===== src/rtl/hazard_scoreboard.sv =====
// Hazard unit for a 5-stage pipeline: operand forwarding, load-use and
// long-latency scoreboard interlocks, structural limit on outstanding long
// ops, branch flushes and a stall watchdog.
module hazard_scoreboard #(
    parameter int AW         = 5,
    parameter int MAX_LONG   = 2,
    parameter int CNT_W      = 8,
    parameter int BRANCH_FWD = 1
) (
    input  logic              clk,
    input  logic              rst,
    input  logic [AW-1:0]     rs1_D,
    input  logic [AW-1:0]     rs2_D,
    input  logic [AW-1:0]     rd_D,
    input  logic [AW-1:0]     rs2_E,
    input  logic [AW-1:0]     rs1_E,
    input  logic [AW-1:0]     rd_E,
    input  logic [AW-1:0]     rd_M,
    input  logic [AW-1:0]     rd_W,
    input  logic              regwrite_E,
    input  logic              regwrite_M,
    input  logic              regwrite_W,
    input  logic              MemtoregE,
    input  logic              MemtoregM,
    input  logic              uses_rs2_E,
    input  logic              long_E,
    input  logic              long_done,
    input  logic [AW-1:0]     long_done_rd,
    input  logic              MemStall,
    input  logic              branch_taken_E,
    output logic              StallF,
    output logic              StallD,
    output logic              FlushD,
    output logic              StallE,
    output logic              FlushE,
    output logic              StallM,
    output logic              FlushM,
    output logic [1:0]        ForwardAE,
    output logic [1:0]        ForwardBE,
    output logic [1:0]        BranchForwardAE,
    output logic [1:0]        BranchForwardBE,
    output logic [2**AW-1:0]  busy_vec,
    output logic [CNT_W-1:0]  stall_cnt,
    output logic              stall_timeout
);

    localparam int               NREGS     = 2**AW;
    localparam logic [2:0]       MAX_L     = 3'(MAX_LONG);
    localparam logic [CNT_W-1:0] MAX_STALL = '1;

    logic [NREGS-1:0] busy_q, busy_d;
    logic [2:0]       out_q, out_d;
    logic [CNT_W-1:0] stall_cnt_q, stall_cnt_d;
    logic             timeout_q, timeout_d;
    logic             load_use, sb_hazard, structural, issue;

    // Forwarding selects for the E-stage ALU and the D-stage branch comparator
    always_comb begin
        ForwardAE = 2'b00;
        if (regwrite_M && rd_M != '0 && rd_M == rs1_E)      ForwardAE = 2'b10;
        else if (regwrite_W && rd_W != '0 && rd_W == rs1_E) ForwardAE = 2'b01;

        ForwardBE = 2'b00;
        if (uses_rs2_E) begin
            if (regwrite_M && rd_M != '0 && rd_M == rs2_E)      ForwardBE = 2'b10;
            else if (regwrite_W && rd_W != '0 && rd_W == rs2_E) ForwardBE = 2'b01;
        end

        BranchForwardAE = 2'b00;
        BranchForwardBE = 2'b00;
        if (BRANCH_FWD != 0) begin
            if (regwrite_E && rd_E != '0 && rd_E == rs1_D)      BranchForwardAE = 2'b01;
            else if (regwrite_W && rd_W != '0 && rd_W == rs1_D) BranchForwardAE = 2'b11;
            if (regwrite_E && rd_E != '0 && rd_E == rs2_D)      BranchForwardBE = 2'b01;
            else if (regwrite_W && rd_W != '0 && rd_W == rs2_D) BranchForwardBE = 2'b11;
        end
    end

    // Hazard detection terms
    always_comb begin
        load_use = (MemtoregE && rd_E != '0 && (rd_E == rs1_D || rd_E == rs2_D)) ||
                   (MemtoregM && rd_M != '0 && (rd_M == rs1_D || rd_M == rs2_D));
        sb_hazard = (rs1_D != '0 && busy_q[rs1_D]) ||
                    (rs2_D != '0 && busy_q[rs2_D]) ||
                    (rd_D  != '0 && busy_q[rd_D]);
        structural = long_E && (out_q == MAX_L) && !long_done;
    end

    // Prioritised pipeline controls: MemStall > structural > branch > interlock
    always_comb begin
        StallF = 1'b0;
        StallD = 1'b0;
        StallE = 1'b0;
        StallM = 1'b0;
        FlushD = 1'b0;
        FlushE = 1'b0;
        FlushM = 1'b0;
        if (MemStall) begin
            StallF = 1'b1;
            StallD = 1'b1;
            StallE = 1'b1;
            StallM = 1'b1;
        end else if (structural) begin
            StallF = 1'b1;
            StallD = 1'b1;
            StallE = 1'b1;
            FlushM = 1'b1;
        end else if (branch_taken_E) begin
            FlushD = 1'b1;
            FlushE = 1'b1;
        end else if (load_use || sb_hazard) begin
            StallF = 1'b1;
            StallD = 1'b1;
            FlushE = 1'b1;
        end
    end

    // Next-state for scoreboard, outstanding count and watchdog
    always_comb begin
        issue  = long_E && regwrite_E && rd_E != '0 && !StallE && !FlushE;
        busy_d = busy_q;
        if (long_done) busy_d[long_done_rd] = 1'b0;
        // set applied after clear so a same-cycle set/clear of one register keeps it busy
        if (issue)     busy_d[rd_E] = 1'b1;
        busy_d[0] = 1'b0;

        out_d = out_q;
        if (issue && !long_done)                      out_d = out_q + 3'd1;
        else if (!issue && long_done && out_q != '0)  out_d = out_q - 3'd1;

        stall_cnt_d = '0;
        if (StallF) stall_cnt_d = (stall_cnt_q == MAX_STALL) ? stall_cnt_q
                                                             : stall_cnt_q + CNT_W'(1);
        timeout_d = timeout_q || (stall_cnt_d == MAX_STALL);
    end

    // State registers with asynchronous clear
    always_ff @(posedge clk or posedge rst) begin
        if (rst) begin
            busy_q      <= '0;
            out_q       <= '0;
            stall_cnt_q <= '0;
            timeout_q   <= 1'b0;
        end else begin
            busy_q      <= busy_d;
            out_q       <= out_d;
            stall_cnt_q <= stall_cnt_d;
            timeout_q   <= timeout_d;
        end
    end

    assign busy_vec      = busy_q;
    assign stall_cnt     = stall_cnt_q;
    assign stall_timeout = timeout_q;

endmodule

===== config.mk =====
export PLATFORM = sky130hd
export DESIGN_NAME = hazard_scoreboard
export DESIGN_NICKNAME = d
export VERILOG_FILES = /design/src/rtl/hazard_scoreboard.sv
export SDC_FILE = /design/constraint.sdc
export NUM_CORES = 1
export LEC_CHECK = 0
export BUFFER_PORTS_ARGS = -buffer_cell sky130_fd_sc_hd__buf_2
export CORE_UTILIZATION = 45
export CTS_BUF_LIST = sky130_fd_sc_hd__clkbuf_8 sky130_fd_sc_hd__clkbuf_16
export DETAILED_ROUTE_END_ITERATION = 16
export PLACE_DENSITY = 0.71
export SLEW_MARGIN = 20
export SYNTH_ARGS = -nofsm -noshare
export SYNTH_HDL_FRONTEND = slang
export SYNTH_SLANG_ARGS = --single-unit
export TNS_END_PERCENT = 50

===== constraint.sdc =====
create_clock -name clk -period 8 [get_ports clk]
set_input_delay 1.6 -clock clk [delete_from_list [all_inputs] [get_ports clk]]
set_output_delay 1.6 -clock clk [all_outputs]
set_load 0.01 [all_outputs]

# After elaboration in Yosys (flattened, before gate mapping)
# Index checks and enable logic that the tools add are counted.
[totals]
regBits = 43
input_bits = 57
out_inout_bits = 56
word_cells = 117
[op_classes]
addsub = 3
order_cmp = 7
eq_ne = 13
n_mux = 39
bitwise = 3
n_reduce_logical = 48
[ops]
columns = ["operator", "count"]
rows = [
  ["$mux 32", 2],
  ["$eq 5x5->1", 10],
  ["$and 32x32->32", 1],
  ["$not 32->32", 1],
  ["$or 32x32->32", 1],
  ["$lt 5x6->1 const B", 5],
  ["$reduce_bool 5->1", 6],
  ["$logic_and 1x1->1", 29],
  ["$mux 1", 21],
  ["$eq 8x8->1 const B", 2],
  ["$mux 8", 2],
  ["$bmux 1 s5", 3],
  ["$mux 2", 7],
  ["$demux 1 s5", 2],
  ["$ge 5x1->1 const B", 2],
  ["$add 8x1->8 const B", 1],
  ["$logic_or 1x1->1", 7],
  ["$mux 3", 2],
  ["$logic_not 1->1", 4],
  ["$add 3x1->3 const B", 1],
  ["$eq 3x2->1 const B", 1],
  ["$reduce_bool 3->1", 1],
  ["$sub 3x1->3 const B", 1],
  ["$reduce_bool 2->1", 1],
]

# Longest topological paths before layout
# Gate-level depths: netlist of run 1.
[depth]
word_depth = 17
ltp_mapped = 15
ltp_nobuf = 12

# Worst setup path after synthesis of run 1
# No wires, ideal clock.
[synth_timing]
kind = "input -> output"
startpoint = "in rd_D[2]"
endpoint = "out StallF"
arrival_time_ps = 4089
required_time_ps = 6400
slack_ps = 2311
stages = 11
path_buffers = 3
path_cell_list = "clkbuf_1 mux4_2 inv_1 a221o_1 a311o_1 o2111ai_1 or4_1 buf_6 a21oi_2 inv_1 buf_4"
[synth_between]
elab_chain_len = 9
word_cells_on_any_way = 10
classes_between = "mux (6); reduce/logical (4)"
[synth_lines]
columns = ["element", "line", "text"]
rows = [
  ["start, declared", "14", "input logic [AW-1:0] rd_D,"],
  ["$bmux 1 s5", "85", "(rd_D != '0 && busy_q[rd_D]);"],
  ["$mux 1 (not written as such)", "85", ""],
  ["$logic_and 1x1->1 (*)", "85", ""],
  ["$logic_or 1x1->1 (*)", "84", "(rs2_D != '0 && busy_q[rs2_D]) ||"],
  ["$logic_or 1x1->1 (*)", "111", "end else if (load_use || sb_hazard) begin"],
  ["$mux 1 (*) (4 in series)", "--", ""],
  ["end, declared", "31", "output logic StallF,"],
]
# Mark *: on every way between the ends. The rest lies on a longest branch, timed or not. The select of a mux whose other input is x is not followed.

# Worst setup path in the final report of run 1
[layout_timing]
startpoint = "in rs2_D[0]"
endpoint = "out StallD"
[layout_between]
elab_chain_len = 10
word_cells_on_any_way = 18
classes_between = "eq/ne (2); mux (6); reduce/logical (10)"
[layout_lines]
columns = ["element", "line", "text"]
rows = [
  ["start, declared", "13", "input logic [AW-1:0] rs2_D,"],
  ["$bmux 1 s5", "84", ""],
  ["$mux 1 (not written as such)", "84", ""],
  ["$logic_and 1x1->1", "84", ""],
  ["$logic_or 1x1->1", "83", "sb_hazard = (rs1_D != '0 && busy_q[rs1_D]) ||"],
  ["$logic_or 1x1->1", "84", ""],
  ["$logic_or 1x1->1 (*)", "111", ""],
  ["$mux 1 (*)", "111", ""],
  ["$mux 1 (*)", "108", "end else if (branch_taken_E) begin"],
  ["$mux 1 (*)", "103", "end else if (structural) begin"],
  ["$mux 1 (*)", "98", "if (MemStall) begin"],
  ["end, declared", "32", "output logic StallD,"],
]
# Marks and branches as above.

==> out/metrics.cfg, run 1 <==
[synthesis]
yosysUniqueCellTypes=57
synth_cells=421
yosys_warnings=0
synthFlopType=dfrtp_1
yosys.area.top_type=dfrtp_1
synth_area_leaders=dfrtp_1, mux4_2, xor2_1
synth_top_area_share_pct=27.7
synth_area_sq_um=3890
syn-mean-instance-area_sq_um=9.23
ys_seq_area_share_pct=27.7
synth-async-reset-ratio_pct=100
syn_nets=480
synth_edf_count=0
synth_seq_cells=43

[worst_setup_path]
required_ps=6400
arrival_ps=4470
crit_type=in2out
startpoint_type=input pin
r2r_slack_ps=4180
reg2reg_to=out_q[1]
cp-end-kind=primary output
path_max_fanout=11
rr_startpoint=busy_vec[30]
r2r_cells=10

[floorplan]
die_y_microns=94.9
initial_core_util_pct=46.8
die_w_microns=94.9
dieArea_sq_um=9010
core-area_sq_um=8300
rows=33
ios=113

[layout]
drive_gt1_share_pct=31.8
final_common_cell=buf_2
final_nets=558
final_cell_mix=buf_2, o21ai_0, dfrtp_1, xor2_1, nor2_1
synthToLayoutAreaGrowth_pct=13.5
antennaDiodeCount=0

[grt]
grt_pass1_wl_mm=17.4
grt_pass1_vias=3462
antenna_found_initial=0
grt_max_degree=44
grt_overflow=0
grt_usage_pct=25.1

[timing]
rsz0062_at_grt=no
setup_violations=0
max_freq_ghz=0.165
slew_violations=0
finalSetupTns_ps=0
fin_hold_ws_ps=480
hold_violations=0
worst_slew_pin_slew_ps=551
fin_crit_sh_pct=75.8
skew_ps=6.55
min_period_ps=6070
slew_headroom_pct=63.2

[route]
drt-pass1-iter-count=5
drt-wirelength-per-cell_microns=18.2
drcViolationCount=0
met3_wirelength_microns=886
vias=3654
top_layer=met4
via_per_inst=6.04
routed_wl_mm=11.0
met2_length_mm=5.49
ant_nets=0
met1_length_mm=4.45
drt_iter0_markers=270

[clocking]
insertion_delay_ps=300
cts_setup_buffers=0
cts_tree=yes
clk_pin_slew_worst_paths_ps=70
hold_buffers=0
cts.sinks=43
cts_root_buffer=clkbuf_8
htreeDepth=2
cts_buffers=5
ctsResizeCount=0
cts_buffer_depth=2

[min_path]
holdCritStartpoint=stall_timeout
holdPathEnd=stall_timeout
holdPathStages=1
min_path_type=reg2reg

[placement]
routabilityCongestion=0.843
dp.final_hpwl_mm=8.47
port_buffers=111

[pwr]
ir_drop_uv=185
cellLeakagePower_uw=0.00200
powerDensity_nw_per_um2=152

[job]
drv_cap=0

[outcome]
outcome=complete, no violations

[cell families after synthesis]
kind of cell,Yosys count,synth area share (%)
adders and majority gates,2,0.837
and+or+nand+nor,129,18.4
AOI/OAI and AO/OA,104,17.0
other,1,0.0965
xor gates and xnor gates,55,12.4
buffers and inverters,53,8.50
DFF,43,27.7
muxes,34,15.1
[cells in the mapped netlist, types with 6 or more instances]
| master | n |
|---|---|
| o21ai_0 | 47 |
| dfrtp_1 | 43 |
| xor2_1 | 34 |
| nor2_1 | 25 |
| nand2_1 | 24 |
| xnor2_1 | 21 |
| clkbuf_1 | 19 |
| nand3_1 | 19 |
| o31ai_1 | 18 |
| mux4_2 | 14 |
| inv_1 | 11 |
| mux2i_1 | 11 |
| nand3b_1 | 11 |
| a21oi_1 | 9 |
| nor4_1 | 8 |
| o21ai_2 | 8 |
| clkbuf_8 | 7 |
| nor3_1 | 7 |
| or4_1 | 6 |
[layout make-up]
cell class	count	area, sq um
tap	105	131
multi-input combinational	325	2480
inverter	12	45.0
timing repair buffer	112	563
sequential	43	1080
clock buffer	6	82.6
fill	772	3880
clock inverter	2	35.0
[through the flow]
step,total power (uW),setup WS [ps],std cells,util [%],instance area [sq um]
3_5_place_dp,498,1950,597,51.8,4300
4_1_cts,673,1940,605,53.2,4410
3_3_place_gp,488,1990,597,51.8,4300
2_1_floorplan,431,2310,421,-,3890
6_report,670,1930,605,53.2,4410
5_1_grt,713,1760,605,53.2,4410
[routing by layer]
metal / GRT usage, % / up-vias
met1: 32.7 / 1761
met4: 8.33 / 0
met5: 0 / -
met2: 41.9 / 177
li1: - / 1697
met3: 4.51 / 19
[critical path, cell delays in order]
cell,delay (ps)
buf_2,270
mux4_1,590
mux2i_1,140
nor3b_1,60
or4_1,500
or4_1,610
a21oi_2,440
inv_1,100
buf_2,150
[worst max-delay path by stage]
stage	from	to	cells past startpoint
finish	rs2_D[0]	StallD	9
global route	rd_D[0]	StallD	9
CTS	rs2_D[0]	StallF	9
detailed placement	rs2_D[0]	StallF	9
global placement	rs2_D[0]	StallF	9
floorplan	rd_D[2]	StallF	11
[power breakdown]
part | switching, uW | internal [uW]
Combinational | 118 | 97.1
Sequential | 38.9 | 240
Clock | 74.3 | 101
Total | 231 | 438
[flip-flops by register name, indices dropped and copies added, names as in the netlist]
name / count
stall_cnt: 8
busy_vec: 31
out_q: 3
stall_timeout: 1
Note: power is estimated with default switching activity, not from simulation.
==> run 2: changes to the inputs <==
--- a/config.mk
+++ b/config.mk
@@ -9,7 +9,7 @@
 export CORE_UTILIZATION = 45
 export CTS_BUF_LIST = sky130_fd_sc_hd__clkbuf_8 sky130_fd_sc_hd__clkbuf_16
 export DETAILED_ROUTE_END_ITERATION = 16
-export PLACE_DENSITY = 0.71
+export PLACE_DENSITY = 0.74
 export SLEW_MARGIN = 20
 export SYNTH_ARGS = -nofsm -noshare
 export SYNTH_HDL_FRONTEND = slang
==> constraint.sdc (replaced) <==
create_clock -name clk -period 5.52 [get_ports clk]
set_input_delay 1.104 -clock clk [delete_from_list [all_inputs] [get_ports clk]]
set_output_delay 1.104 -clock clk [all_outputs]
set_load 0.01 [all_outputs]
==> out/metrics.cfg, run 2 (synthesis gave the netlist of run 1 again) <==
[outcome]
outcome=complete, no violations

[clocking]
cts_buffers=5  ; unchanged
insertion_delay_ps=300  ; about the same
cts_tree=yes
cts.sinks=43  ; unchanged
ctsResizeCount=0  ; unchanged
hold_buffers=0  ; unchanged
cts_root_buffer=clkbuf_8
htreeDepth=2  ; unchanged
cts_setup_buffers=0  ; unchanged
cts_buffer_depth=2  ; unchanged
clk_pin_slew_worst_paths_ps=80  ; about the same

[worst_setup_path]
slowest_stage=or4_1
path_buf_inv=3  ; unchanged
arrival_ps=3740  ; -730 ps
path_max_fanout=11  ; unchanged
reg2reg_to=out_q[1]
cp_cell_sequence=buf_2, mux4_1, mux2i_1, nor3b_1, or4_1, or4_1, a21oi_2, inv_1, buf_2
rr_startpoint=busy_vec[17]
crit_type=in2out
r2r_cells=10  ; unchanged
startpoint_type=input pin
r2r_slack_ps=1680  ; -2500 ps
path_delay_family=simple AND/OR/NAND/NOR gates
path_depth=9  ; unchanged
cp-end-kind=primary output
max_stage_delay_ps=620  ; about the same
required_ps=4420  ; -1980 ps

[grt]
grt_pass1_vias=3402  ; -1.7%
antenna_found_initial=0  ; unchanged
grt_overflow=0  ; unchanged
grt_max_degree=44  ; unchanged
grt_usage_pct=24.1  ; -1.0 points
grt_pass1_wl_mm=16.8  ; -3.1%

[layout]
multi_input_area_sq_um=2480  ; unchanged
stdcell_area_sq_um=4420  ; +0.17%
seqCellArea_sq_um=1080  ; unchanged
antennaDiodeCount=0  ; unchanged
final_nets=559  ; +0.18%
synthToLayoutAreaGrowth_pct=13.7
final_common_cell=buf_2
fill_cells=776  ; +0.52%
final_cell_mix=buf_2, o21ai_0, dfrtp_1, xor2_1, nor2_1
drive_gt1_share_pct=31.9  ; +0.14 points
largest_reg_flops=31  ; unchanged
stdcell_count=606  ; +0.17%

[timing]
fin_crit_sh_pct=87.8
slew_headroom_pct=63.2  ; -0.089 points
setup_violations=0  ; unchanged
slew_violations=0  ; unchanged
max_freq_ghz=0.206
min_period_ps=4850
rsz0062_at_grt=no
finalSetupTns_ps=0  ; unchanged
skew_ps=6.97  ; +0.420 ps
worst_slew_pin_slew_ps=553  ; +1.34 ps
hold_violations=0  ; unchanged

[pwr]
p_comb_share_pct=32.1  ; about the same
ir_drop_uv=148  ; -20%
p_sw_uw=333  ; +44%
powerDensity_nw_per_um2=219  ; +45%
totalPowerFinal_uw=970  ; +45%
p_seq_share_pct=41.6  ; about the same
p_int_uw=636  ; +45%
p_clk_share_pct=26.3  ; about the same
swShare_pct=34.4  ; -0.17 points
cellLeakagePower_uw=0.00200  ; +0.25%

[placement]
dp.final_hpwl_mm=8.24  ; -2.7%
port_buffers=111  ; unchanged
dp_cells=598  ; +0.17%
routabilityCongestion=0.931  ; +10%
placed_cell_area_sq_um=4300  ; +0.17%

[route]
ant_nets=0  ; unchanged
drt-pass1-iter-count=5  ; unchanged
vias=3716  ; +1.7%
drcViolationCount=0  ; unchanged
via_per_inst=6.13  ; +1.5%
routed_wl_mm=10.7  ; -2.4%
drt_iter0_markers=314  ; +16%
drt-wirelength-per-cell_microns=17.7  ; -2.6%

[job]
drv_cap=0  ; unchanged

[floorplan]
die_w_microns=94.9  ; unchanged
rows=33  ; unchanged
ios=113  ; unchanged
initial_core_util_pct=46.8  ; unchanged
die_y_microns=94.9  ; unchanged
dieArea_sq_um=9010  ; unchanged
core-area_sq_um=8300  ; unchanged

[min_path]
holdCritStartpoint=stall_timeout
holdPathStages=1  ; unchanged
min_path_type=reg2reg
holdPathEnd=stall_timeout

[run 2: metal layers]
metal	track usage, %	up-vias	wire length (microns)
li1	-	1705	-
met1	32.8	1814	4440
met2	40.6	183	5330
met3	2.82	14	842
met4	6.06	0	138
met5	0	-	0
[run 2: final cells by class]
cell class / instances / area share, %
inverter: 12 / 1.02
clock inverter: 2 / 0.792
clock buffer: 6 / 1.87
multi-input combinational: 325 / 56.1
sequential: 43 / 24.3
timing repair buffer: 113 / 12.9
tap: 105 / 2.97
[run 2: metrics by stage]
stage | util [%] | worst slack [ps] | hold slack [ps]
after global routing | 53.3 | 594 | 483
after detailed placement | 51.9 | 658 | 454
after floorplan | - | 823 | 512
final | 53.3 | 673 | 472
after CTS | 53.3 | 686 | 474
after global placement | 51.9 | 759 | 453
[run 2: worst max-delay path by stage]
stage / slack [ps] / to / from
after floorplan: 820 / StallF / rd_D[2]
after global placement: 760 / StallD / rs2_D[0]
after detailed placement: 660 / out_q[1] / rs2_D[0]
after CTS: 690 / StallF / rs2_D[0]
after global routing: 590 / StallF / rs2_D[0]
final: 670 / StallF / rs2_D[0]
[run 2: power by group through the flow]
stage                     Combinational (uW)  Clock (uW)  Sequential (uW)
after floorplan                          223           0              402
after global placement                   298           0              406
after detailed placement                 312           0              408
after CTS                                313         257              403
after global routing                     345         270              412
final                                    311         255              403
[run 2: worst register-to-register path, delay by kind of cell, from the launching register on]
family | cells | cell delay [ps]
muxes | 3 | 940
DFF | 1 | 440
AOI/OAI and AO/OA | 2 | 200
adders and majority gates | 1 | 530
and+or+nand+nor | 4 | 1660
